File: src/rtl/proc_pkg.sv
// Shared definitions for the pixel processing path: pixel size, processor mode
// encoding and the FIFO occupancy-width helper.
package proc_pkg;

    localparam int COLOR_SIZE = 8;

    typedef enum logic [1:0] {
        NONE       = 2'd0,
        THRESHOLD  = 2'd1,
        BRIGHTNESS = 2'd2,
        RSVD       = 2'd3
    } proc_mode_e;

    // Occupancy runs 0..depth inclusive, so it needs one bit more than a pointer.
    function automatic int fifo_cnt_w(input int depth);
        return $clog2(depth) + 1;
    endfunction

endpackage

File: src/rtl/proc_out_fifo_mem.sv
// Storage array for proc_out_fifo: one synchronous write port, one
// asynchronous read port, no reset on the contents.
module fifo_mem #(
    parameter int DATA_WIDTH = 32,
    parameter int DEPTH      = 8,
    parameter int ADDR_W     = $clog2(DEPTH)
) (
    input  logic                  clk,
    input  logic                  we_i,
    input  logic [ADDR_W-1:0]     waddr_i,
    input  logic [DATA_WIDTH-1:0] wdata_i,
    input  logic [ADDR_W-1:0]     raddr_i,
    output logic [DATA_WIDTH-1:0] rdata_o
);

    logic [DATA_WIDTH-1:0] mem_q [DEPTH];

    always_ff @(posedge clk) begin
        if (we_i) begin
            mem_q[waddr_i] <= wdata_i;
        end
    end

    assign rdata_o = mem_q[raddr_i];

endmodule

File: src/rtl/proc_out_fifo.sv
// Circular output FIFO behind the brightness/threshold processor, with a
// registered first-word-fall-through head. PROC_OUT_FIFO_STATS_EN adds
// read and drop counters.
module proc_out_fifo
    import proc_pkg::*;
#(
    parameter int DATA_WIDTH = 32,
    parameter int DEPTH      = 8,
    parameter int AFULL_LVL  = 6
) (
    input  logic                          clk,
    input  logic                          rst_n,
    input  logic                          in_vld,
    input  logic [DATA_WIDTH-1:0]         in_data,
    output logic [DATA_WIDTH-1:0]         out_data,
    output logic                          out_vld,
    input  logic                          out_rdy,
    output logic [fifo_cnt_w(DEPTH)-1:0]  count,
    output logic                          empty,
    output logic                          full,
    output logic                          almost_full,
    output logic                          overflow,
`ifdef PROC_OUT_FIFO_STATS_EN
    output logic [31:0]                   words_out,
    output logic [15:0]                   drops,
`endif
    input  logic                          clr_ovf
);

    localparam int PTR_W = $clog2(DEPTH);
    localparam int CNT_W = fifo_cnt_w(DEPTH);

    logic [PTR_W-1:0]      wr_ptr_q, wr_ptr_d;
    logic [PTR_W-1:0]      rd_ptr_q, rd_ptr_d;
    logic [CNT_W-1:0]      count_q, count_d;
    logic                  out_vld_q, out_vld_d;
    logic [DATA_WIDTH-1:0] out_data_q, out_data_d;
    logic                  overflow_q, overflow_d;
    logic [DATA_WIDTH-1:0] mem_rdata;

    logic full_w;
    logic rd_fire;
    logic wr_en;
    logic drop;

    assign full_w  = (count_q == CNT_W'(DEPTH));
    assign rd_fire = out_vld_q && out_rdy;
    assign wr_en   = in_vld && (!full_w || rd_fire);
    assign drop    = in_vld && full_w && !rd_fire;

    fifo_mem #(
        .DATA_WIDTH (DATA_WIDTH),
        .DEPTH      (DEPTH),
        .ADDR_W     (PTR_W)
    ) u_mem (
        .clk     (clk),
        .we_i    (wr_en),
        .waddr_i (wr_ptr_q),
        .wdata_i (in_data),
        .raddr_i (rd_ptr_d),
        .rdata_o (mem_rdata)
    );

    always_comb begin
        wr_ptr_d   = wr_ptr_q;
        rd_ptr_d   = rd_ptr_q;
        count_d    = count_q;
        overflow_d = overflow_q;

        if (wr_en) begin
            wr_ptr_d = wr_ptr_q + PTR_W'(1);
        end
        if (rd_fire) begin
            rd_ptr_d = rd_ptr_q + PTR_W'(1);
        end

        case ({wr_en, rd_fire})
            2'b10:   count_d = count_q + CNT_W'(1);
            2'b01:   count_d = count_q - CNT_W'(1);
            default: count_d = count_q;
        endcase

        if (drop) begin
            overflow_d = 1'b1;
        end else if (clr_ovf) begin
            overflow_d = 1'b0;
        end
    end

    // The next head is the slot being written this cycle when the FIFO is
    // empty (or holds one word that is being read); the array has not been
    // updated yet, so take the word straight from in_data.
    always_comb begin
        out_vld_d  = (count_d != '0);
        out_data_d = out_data_q;
        if (count_d != '0) begin
            if (wr_en && (rd_ptr_d == wr_ptr_q)) begin
                out_data_d = in_data;
            end else begin
                out_data_d = mem_rdata;
            end
        end
    end

    always_ff @(posedge clk or negedge rst_n) begin
        if (!rst_n) begin
            wr_ptr_q   <= '0;
            rd_ptr_q   <= '0;
            count_q    <= '0;
            out_vld_q  <= 1'b0;
            out_data_q <= '0;
            overflow_q <= 1'b0;
        end else begin
            wr_ptr_q   <= wr_ptr_d;
            rd_ptr_q   <= rd_ptr_d;
            count_q    <= count_d;
            out_vld_q  <= out_vld_d;
            out_data_q <= out_data_d;
            overflow_q <= overflow_d;
        end
    end

    assign out_data    = out_data_q;
    assign out_vld     = out_vld_q;
    assign count       = count_q;
    assign empty       = (count_q == '0);
    assign full        = full_w;
    assign almost_full = (count_q >= CNT_W'(AFULL_LVL));
    assign overflow    = overflow_q;

`ifdef PROC_OUT_FIFO_STATS_EN
    logic [31:0] words_out_q, words_out_d;
    logic [15:0] drops_q, drops_d;

    always_comb begin
        words_out_d = words_out_q;
        drops_d     = drops_q;
        if (rd_fire) begin
            words_out_d = words_out_q + 32'd1;
        end
        // A drop coinciding with the clear is counted, matching overflow.
        if (clr_ovf) begin
            drops_d = drop ? 16'd1 : 16'd0;
        end else if (drop && (drops_q != 16'hFFFF)) begin
            drops_d = drops_q + 16'd1;
        end
    end

    always_ff @(posedge clk or negedge rst_n) begin
        if (!rst_n) begin
            words_out_q <= '0;
            drops_q     <= '0;
        end else begin
            words_out_q <= words_out_d;
            drops_q     <= drops_d;
        end
    end

    assign words_out = words_out_q;
    assign drops     = drops_q;
`endif

endmodule

File: config.mk
export PLATFORM = sky130hd
export DESIGN_NAME = proc_out_fifo
export DESIGN_NICKNAME = d
export VERILOG_FILES = /design/src/rtl/proc_pkg.sv /design/src/rtl/proc_out_fifo_mem.sv /design/src/rtl/proc_out_fifo.sv
export SDC_FILE = /design/constraint.sdc
export NUM_CORES = 1
export LEC_CHECK = 0
export ABC_AREA = 0
export CAP_MARGIN = 20
export CORE_UTILIZATION = 45
export CTS_CLUSTER_SIZE = 8
export DETAILED_ROUTE_END_ITERATION = 10
export GPL_TIMING_DRIVEN = 0
export PLACE_DENSITY = 0.63
export SETUP_SLACK_MARGIN = 0.2
export SYNTH_ARGS = -nofsm -noshare
export SYNTH_HDL_FRONTEND = slang
export SYNTH_SLANG_ARGS = --single-unit
File: constraint.sdc
create_clock -name clk -period 5.45 [get_ports clk]
set_clock_uncertainty 0.15 [all_clocks]
set_input_delay 0.545 -clock clk [delete_from_list [all_inputs] [get_ports clk]]
set_output_delay 0.545 -clock clk [all_outputs]
set_load 0.005 [all_outputs]
# After elaboration in Yosys (flattened, before gate mapping)
# Memory sizes are Yosys's and may differ from the RTL's. A register that Yosys moved wholly into a read port is not among the register bits.
# Cells that the tools add are included.
# word_totals
output_inout_bits,41
reg_bits,12
input_bits,37
n_memories,1
ram_bits,256
mem_bits_ro,0
latchBits,0
# classes
div,0
n_addsub,4
shifts,0
reduce_logical,11
bitwise,0
n_eq_ne,3
magnitude_cmp,1
n_mul,0
n_mux,6
# mem_list
memory,depth,width,read_ports,rd_clocked_by_memory_dff,wr,line_no,rtl
u_mem.mem_q,8,32,1,1,1,proc_out_fifo_mem.sv:16,logic [DATA_WIDTH-1:0] mem_q [DEPTH];
# op_table
operator,count
$pmux W4 S2,1
$add A3 B1 Y3 const B,2
$add A4 B1 Y4 const B,1
$eq A4 B4 Y1 const B,1
$ge A4 B3 Y1 const B,1
$logic_and A1 B1 Y1,4
$logic_not A4 Y1,1
$mux W1,4
$reduce_bool A4 Y1,1
$sub A4 B1 Y4 const B,1
$logic_not A1 Y1,3
$mux W3,1
$eq A2 B1 Y1 const B,1
$eq A2 B2 Y1 const B,1
$reduce_bool A2 Y1,1
$logic_or A1 B1 Y1,1

# Logic depth before layout (Yosys ltp)
# Gate-level depths: netlist (run 1).
# logic_depth
word_depth,7
mapped_depth,10
depth_no_buf,9

# By module
# Synthesis (run 1) repeated with hierarchy kept, for this count alone.
# hier_totals
cells_unflattened,550
hier_area_um2,12264.3
# modules_own_cells
module,area_each_um2,seq_area_each_um2,instances,cells_per_inst
fifo_mem,9825.7,7687.4,1,383
proc_out_fifo,2438.6,1101.1,1,167

# Least setup slack after synthesis (run 1)
# No wires, ideal clock.
# synth_path
kind,input -> register
from,input out_rdy
to,memory u_mem.mem_q[0][0] (enable)
cell_stages,4
t_arrival_ps,4029
setup_time_ps,501
slack_ps,769
required_time_ps,4799
path_cell_list,nand2_1 -> nand3_1 -> nand2_1 -> nor4_1
# synth_between
elab_chain_cells,5
# synth_lines
element,line_no,rtl
"start, declared",proc_out_fifo.sv:17,"input logic out_rdy,"
$logic_and A1 B1 Y1,proc_out_fifo.sv:47,assign rd_fire = out_vld_q && out_rdy;
$logic_or A1 B1 Y1,proc_out_fifo.sv:48,assign wr_en = in_vld && (!full_w || rd_fire);
$logic_and A1 B1 Y1,proc_out_fifo.sv:48,
$mux W1,proc_out_fifo_mem.sv:19,if (we_i) begin
$mux W1 (not written as such),proc_out_fifo_mem.sv:20,mem_q[waddr_i] <= wdata_i;
"end, declared",proc_out_fifo_mem.sv:16,
# Every way passes these cells.

# Worst setup path after layout (run 1)
# layout_path
from,input out_rdy
to,register out_data_q[5] (netlist: out_data[5]) (read register of u_mem.mem_q)
# layout_between
elab_chain_cells,6
elab_cells_between_ends,8
classes_between,eq/ne (2); mux (2); reduce/logical (4)
# layout_lines
element,line_no,rtl
$logic_and A1 B1 Y1 *,proc_out_fifo.sv:47,
$logic_or A1 B1 Y1,proc_out_fifo.sv:48,
$logic_and A1 B1 Y1,proc_out_fifo.sv:48,
$eq A2 B1 Y1 or $eq A2 B2 Y1 (tied branches),proc_out_fifo.sv:77,"case ({wr_en, rd_fire})"
$pmux W4 S2,proc_out_fifo.sv:77,
$reduce_bool A4 Y1,proc_out_fifo.sv:96,if (count_d != '0) begin
"end, declared",proc_out_fifo.sv:37,"logic [DATA_WIDTH-1:0] out_data_q, out_data_d;"
# Mark *: on every way between the ends. The rest lies on a longest branch, timed or not.
# A chain may end at the register's enable or synchronous reset.

==> key figures, run 1 <==
Run status
  • Status: finished, violations left
  • Violated checks: DRC

Placement
  • IO buf count: just under 80
  • Dpl cells: between 1000 and 1500
  • DP Wirelength: 18300 um
  • Area after DPL: 13700 sq um
  • Gpl congestion: 0.753

STA
  • Final Cycle Share: between 60 and 70%
  • Worst Hold Slack: approximately 0.36 ns
  • Measured slew at the worst slew-check pin: 1.07 ns
  • Final setup fails: 0
  • RSZ-0062 raised after global routing: no
  • Final TNS setup: 0 ns
  • Endpoints failing hold: 0
  • Final max-slew violation count: 0
  • Final min period: 3.41 ns
  • Max transition margin: between 20 and 30%
  • Fmax: 293 MHz

Worst setup path
  • CP top delay family: simple AND/OR/NAND/NOR gates
  • R2R cell count: 8
  • CP Capture Type: flop
  • CP Launch Type: primary input
  • CP cell instances: clkdlybuf4s50_1, nand2_1, nor2_1, xor2_1, ha_1, nor4_1, a21oi_4, xnor2_2, nor3_4, buf_4, a22o_1
  • Critical path's slowest cell: xnor2_2
  • Worst EP arrival: 3.65 ns
  • Critical Path Stages: 11
  • Worst-path fanout max: 10
  • CP peak stage delay: 0.54 ns
  • Worst setup path class: primary input to flop
  • WP buf/inv: 2
  • CP required: between 5 and 6 ns

Layout
  • Final net count: roughly 850
  • Layout cells sized above 1: between 10% and 20%
  • Area occupied by multi-input gates: roughly 3200 sq um
  • Seq. cell area: 8790 sq um
  • Post-route cell area: 14900 sq um
  • Fill cells: just over 2000
  • Layout area overhead: 22.8%
  • Ant diodes: 0
  • Cell Count, Final, Fillers Out: ~1200

Logic synthesis
  • EDFF count, synth: 256
  • Post-synthesis cell type count: 35
  • Ys async rst share: 14.7%
  • Ys flop type: edfxtp_1
  • Seq/Total Area, Yosys: a little over 70%
  • Cell with the most instances after synthesis: edfxtp_1
  • Area contributors post-synth: edfxtp_1 63%, mux2i_1 11%, dfrtp_1 9.1%, mux4_2 5.9%, o32a_1 2.6%
  • Synthesized Nets: 699
  • Synth cell count leaders: 256 x edfxtp_1, 130 x mux2i_1, 44 x dfrtp_1
  • Syn Inst Count: around 660
  • Yosys top cell by area: edfxtp_1
  • Synth Area per Inst: between 15 and 20 sq um
  • Mapped Area: ~12000 sq um
  • Register bit total from synthesis: 300
  • Syn. warnings: 0
  • Share of the synthesized area in the top cell type: a little over three fifths

Clock network
  • TritonCTS Buffers: 43
  • Longest Clk Path Bufs: 3
  • Root Buffer: clkbuf_16
  • Hold bufs inserted after CTS: 1
  • H-tree depth: 2
  • Postcts setup bufs: 0
  • Clk Latency, worst-skew pair: ~0.51 ns
  • Reg clk slew, reported paths: 0.05 ns
  • Cts repair resizes: 0
  • CTS tree: done
  • Sink Count: 300

Global routing
  • Met2 usage: 36.4%
  • GRT Total Usage: between 20% and 30%
  • Gr ovfl total: 0
  • Largest net degree at the start of global routing: 27
  • Busiest grt layer: met2
  • Vias in the first global route: approximately 7000
  • Initial antenna violation count: 0
  • First-pass GRT wire length: 42800 um
  • Met3 usage: 3.55%
  • Met1 usage: between 20% and 30%

Routing
  • Detailed Routing Iterations Pass 1: 9
  • ANT nets after route: 0
  • DRC: 7
  • Routed vias/inst: 5.67
  • Total wire length: about 28000 um
  • Via count: 6652
  • DRT iter0 DRCs: 506
  • Average wire per standard cell: 24.3 um

Floorplan
  • DIE WIDTH: around 170 um
  • Die span in y: 166 um
  • CORE AREA: 26300 sq um
  • Initial Utilization: 46.3%
  • Die area: 27700 sq um
  • Num ports: 78
  • Num rows: 59

Worst hold path
  • Hold Crit Class: flop to flop
  • Cells on Worst Hold Path: 1

Power
  • Total power: 9.71 mW
  • P_leak: about 5.5 nW
  • Pwr per Cell Area: 650 nW/um^2
  • Worst vdd ir: slightly below 300 uV

Job
  • Max-Cap Viols: 0
routing by layer:
metal / share of wire, % / wire length, um
met4: 1.9 / 540
met5: 0 / 0
met2: 52 / 14700
met3: 5.1 / 1440
met1: 41 / 11800
cells by family after synthesis:
logic type	count (synthesis)	share of synthesized area (%)
buffers and inverters	49	2.03
xor gates and xnor gates	11	0.854
muxes	163	16.7
DFF	300	72.3
and+or+nand+nor	65	2.55
adders and majority gates	3	0.309
AOI/OAI and AO/OA	68	5.27
metrics by stage:
| step | util (%) | setup slack (ns) |
|---|---|---|
| after floorplan | - | 0.769 |
| after global placement | 50.8 | -3.30 |
| after detailed placement | 52.2 | 1.48 |
| after CTS | 56.8 | 2.00 |
| after global routing | 56.8 | 1.90 |
| final | 56.8 | 2.04 |
layout by cell type (no fill, tap or decap), types with 2 or more instances in the layout:
cell,netlist,routed
a22o_1,32,32
buf_1,4,4
buf_12,0,4
buf_2,14,15
buf_4,4,9
buf_6,4,19
buf_8,0,3
clkbuf_1,16,46
clkbuf_16,0,43
clkdlybuf4s50_1,0,76
dfrtp_1,44,44
edfxtp_1,256,256
ha_1,3,3
inv_1,4,4
inv_2,2,2
mux2i_1,130,130
mux4_2,32,32
nand2_1,41,41
nand2b_1,2,2
nand3_1,3,3
nor2_1,5,2
nor2_4,1,4
nor3_2,0,4
nor4_1,3,2
o32a_1,32,32
xnor2_1,6,6
xor2_1,4,4
worst paths after layout:
check | start | endpoint | slack, ns
min in group asynchronous | rst_n | out_data[14] | 0.42
min | out_data[14] | out_data[14] | 0.36
max | out_rdy | out_data[5] | 2.04
min reg2reg | out_data[14] | out_data[14] | 0.36
max in group asynchronous | rst_n | out_data[24] | 4.17
max reg2reg | count[1] | out_data[15] | 2.11
registers in the layout (all words and copies together) (netlist names):
| name | cells |
|---|---|
| count | 4 |
| out_data | 32 |
| out_vld | 1 |
| overflow | 1 |
| rd_ptr_q | 3 |
| u_mem.mem_q | 256 |
| wr_ptr_q | 3 |
layout make-up:
| cell class | instances | area share [%] |
|---|---|---|
| buffer | 42 | 1.47 |
| clock buffer | 73 | 7.96 |
| tap | 335 | 2.81 |
| sequential | 300 | 58.8 |
| clock inverter | 2 | 0.0921 |
| inverter | 7 | 0.176 |
| multi-input combinational | 310 | 21.2 |
| timing repair buffer | 105 | 7.41 |
report_power, final:
part / total [mW] / internal [mW] / leakage, nW / switching, mW
registers: 3.19 / 3.00 / 2.84 / 0.199
logic: 4.15 / 2.00 / 2.09 / 2.14
clock network: 2.37 / 1.46 / 0.574 / 0.902
total: 9.71 / 6.46 / 5.50 / 3.24
Note: power is estimated with default switching activity, not from simulation.
==> run 2, diff against run 1 <==
--- a/config.mk
+++ b/config.mk
@@ -11,7 +11,7 @@
 export CTS_CLUSTER_SIZE = 8
 export DETAILED_ROUTE_END_ITERATION = 10
 export GPL_TIMING_DRIVEN = 0
-export PLACE_DENSITY = 0.63
+export PLACE_DENSITY = 0.66
 export SETUP_SLACK_MARGIN = 0.2
 export SYNTH_ARGS = -nofsm -noshare
 export SYNTH_HDL_FRONTEND = slang
==> constraint.sdc (replaced) <==
create_clock -name clk -period 3.1 [get_ports clk]
set_clock_uncertainty 0.15 [all_clocks]
set_input_delay 0.31 -clock clk [delete_from_list [all_inputs] [get_ports clk]]
set_output_delay 0.31 -clock clk [all_outputs]
set_load 0.005 [all_outputs]
==> run 2 against run 1 <==
Power rose by 79%; non-clock buffer count down 4; count of clock-buffer cells in the layout increased by 1; via count rose by 1.6%; the run still ends with DRC left; critical path type is now flop to flop; clock power rose by 84%; highest routed layer unchanged; critical path depth down 1; core utilization is 0.73 points higher; die area did not move.
==> key figures, run 2 (synthesis results as in run 1) <==
Global routing
  • First-pass GRT wire length: 43000 um (+0.45%)
  • GRT Total Usage: 21.0% (+0.083 points)
  • Initial antenna violation count: 0 (unchanged)
  • Vias in the first global route: 7269 (+2.9%)
  • Gr ovfl total: 0 (unchanged)
  • Largest net degree at the start of global routing: 29 (+7.4%)

STA
  • Fmax: 355 MHz
  • Final setup fails: 0 (unchanged)
  • Endpoints failing hold: 0 (unchanged)
  • Final Cycle Share: 90.9%
  • Max transition margin: 42.8% (+14 points)
  • Final TNS setup: 0 ns (unchanged)
  • Measured slew at the worst slew-check pin: 0.852 ns (-0.220 ns)
  • RSZ-0062 raised after global routing: yes
  • Final max-slew violation count: 0 (unchanged)
  • Final min period: 2.82 ns

Power
  • Pwr per Cell Area: 1150 nW/um^2 (+77%)
  • P_leak: 5.57 nW (+1.2%)
  • Clock power frac: 25.1% (+0.7 points)
  • Total power: 17.4 mW (+79%)
  • Seq pwr share: 32.4% (-0.5 points)
  • Worst vdd ir: 645 uV (+120%)
  • Combinational power share: 42.5% (-0.2 points)
  • Switching part of the total: 33.4% (-0.047 points)
  • P_sw: 5.81 mW (+79%)
  • Cell Int Power: 11.6 mW (+79%)

Layout
  • Ant diodes: 0 (unchanged)
  • Layout cells sized above 1: 19.6% (+2.3 points)
  • Layout area overhead: 24.4%
  • Commonest non-fill, non-tap cell in the layout: edfxtp_1
  • Post-route cell area: 15100 sq um (+1.3%)
  • Seq. cell area: 8790 sq um (about the same)
  • Most flops, register: u_mem.mem_q
  • Cell Count, Final, Fillers Out: 1172 (-0.17%)
  • Final net count: 845 (-0.47%)
  • Largest register FFs: 256 (unchanged)
  • Area occupied by multi-input gates: 3250 sq um (+2.3%)
  • Fill cells: 1990 (-2.2%)
  • Most frequent cells in the layout: 256 x edfxtp_1, 129 x mux2i_1, 76 x clkdlybuf4s50_1

Routing
  • Detailed Routing Iterations Pass 1: 8 (-1)
  • DRT iter0 DRCs: 557 (+10%)
  • Average wire per standard cell: 24.2 um (-0.16%)
  • Via count: 6756 (+1.6%)
  • Routed vias/inst: 5.76 (+1.7%)
  • ANT nets after route: 0 (unchanged)
  • Total wire length: 28400 um (-0.33%)
  • DRC: 6 (-1)

Clock network
  • H-tree depth: 2 (unchanged)
  • CTS tree: done
  • Reg clk slew, reported paths: 0.05 ns (about the same)
  • Root Buffer: clkbuf_16
  • Sink Count: 300 (unchanged)
  • Clk Latency, worst-skew pair: 0.53 ns (+0.02 ns)
  • Longest Clk Path Bufs: 3 (unchanged)
  • TritonCTS Buffers: 43 (unchanged)

Run status
  • Status: finished, violations left
  • Violated checks: DRC

Worst setup path
  • CP required: 3.36 ns (-2.33 ns)
  • Worst EP arrival: 3.07 ns (-0.58 ns)
  • Critical path's slowest cell: dfrtp_1
  • CP cell instances: nand2_2, nor2_4, xor2_1, ha_1, nor4_2, a21oi_4, xnor2_4, buf_6, o32a_1, a22o_1
  • Worst-path fanout max: 10 (unchanged)
  • CP Capture Type: flop
  • CP peak stage delay: 0.42 ns (-0.12 ns)
  • Worst setup path class: flop to flop
  • CP Launch Type: flop

Floorplan
  • CORE AREA: 26300 sq um (unchanged)
  • Initial Utilization: 46.3% (unchanged)
  • Die span in y: 166 um (unchanged)
  • Die area: 27700 sq um (unchanged)
  • DIE WIDTH: 166 um (unchanged)
  • Num ports: 78 (unchanged)
  • Num rows: 59 (unchanged)

Placement
  • IO buf count: 77 (unchanged)
  • Area after DPL: 13700 sq um (+0.16%)
  • Gpl congestion: 0.794 (+5.5%)
  • Dpl cells: 1092 (-0.46%)
  • DP Wirelength: 18000 um (-1.6%)

Job
  • Max-Cap Viols: 0 (unchanged)

Worst hold path
  • Hold Crit Class: primary input to async pin
==> run 2: changes by cell type in the layout (fill, tap and decap cells not counted), sizes merged <==
cell,before,now
bufinv,0,1
clkbuf,89,90
clkdlybuf4s15,0,1
buf,54,49
==> run 2: layout make-up <==
| type | count | share of cell area, % |
|---|---|---|
| Timing Repair Buffer | 101 | 7.44 |
| Tap cell | 335 | 2.77 |
| Sequential cell | 300 | 58.1 |
| Inverter | 7 | 0.174 |
| Buffer | 42 | 1.67 |
| Multi-Input combinational cell | 310 | 21.5 |
| Clock inverter | 3 | 0.364 |
| Clock buffer | 74 | 8.02 |
==> run 2: through the flow <==
| step | hold WS (ns) | util, % | setup WS (ns) |
|---|---|---|---|
| floorplan | -0.136 | - | -0.596 |
| finish | 0.120 | 57.6 | 0.282 |
| CTS | 0.136 | 57.5 | 0.199 |
| global route | 0.173 | 57.6 | 0.177 |
| detailed placement | 0.162 | 52.3 | -0.640 |
| global placement | 0.336 | 50.9 | -3.65 |
==> run 2: layer usage <==
metal,track usage [%],vias to the layer above,routed length [um]
met5,0,-,0
met4,7.29,0,720
met3,3.91,73,1690
met2,35.8,254,14400
met1,27.2,3471,11600
li1,-,2958,-
==> run 2: critical path, delay by kind of cell (launching register included) <==
kind,cells,cell delay [ns]
buffers and inverters,1,0.20
and+or+nand+nor,3,0.65
adders and majority gates,1,0.24
xor gates and xnor gates,2,0.37
AOI/OAI and AO/OA,3,0.65
DFF,1,0.42
==> run 2: path summary, 6_finish.rpt <==
kind / end / slack (ns) / startpoint / cells past startpoint
hold reg to reg: out_data[25] / 0.35 / out_data[25] / 1
hold / removal: out_data[14] / 0.12 / rst_n / 2
min in group clk: overflow / 0.21 / clr_ovf / 2
max in group asynchronous: out_data[28] / 2.11 / rst_n / 3
setup reg to reg: out_data[4] / 0.28 / out_vld / 10
setup / recovery: out_data[4] / 0.28 / out_vld / 10
==> run 2: power groups by stage <==
| stage | Clock [mW] | Combinational, mW | Sequential [mW] |
|---|---|---|---|
| 2_1_floorplan | 0 | 4.83 | 5.63 |
| 3_3_place_gp | 0 | 6.93 | 5.71 |
| 3_5_place_dp | 0 | 7.32 | 5.69 |
| 4_1_cts | 4.43 | 7.46 | 5.64 |
| 5_1_grt | 4.61 | 7.89 | 5.70 |
| 6_report | 4.36 | 7.40 | 5.64 |
==> run 2: repair_timing <==
item | 4_1_cts | 5_1_grt
setup buffers | 1 | 1
pin swaps | 2 | 1
setup endpoints to repair | 44 | 84
hold buffers | 1 | 0
hold endpoints to repair | 21 | 0
gates resized for setup | 25 | 9
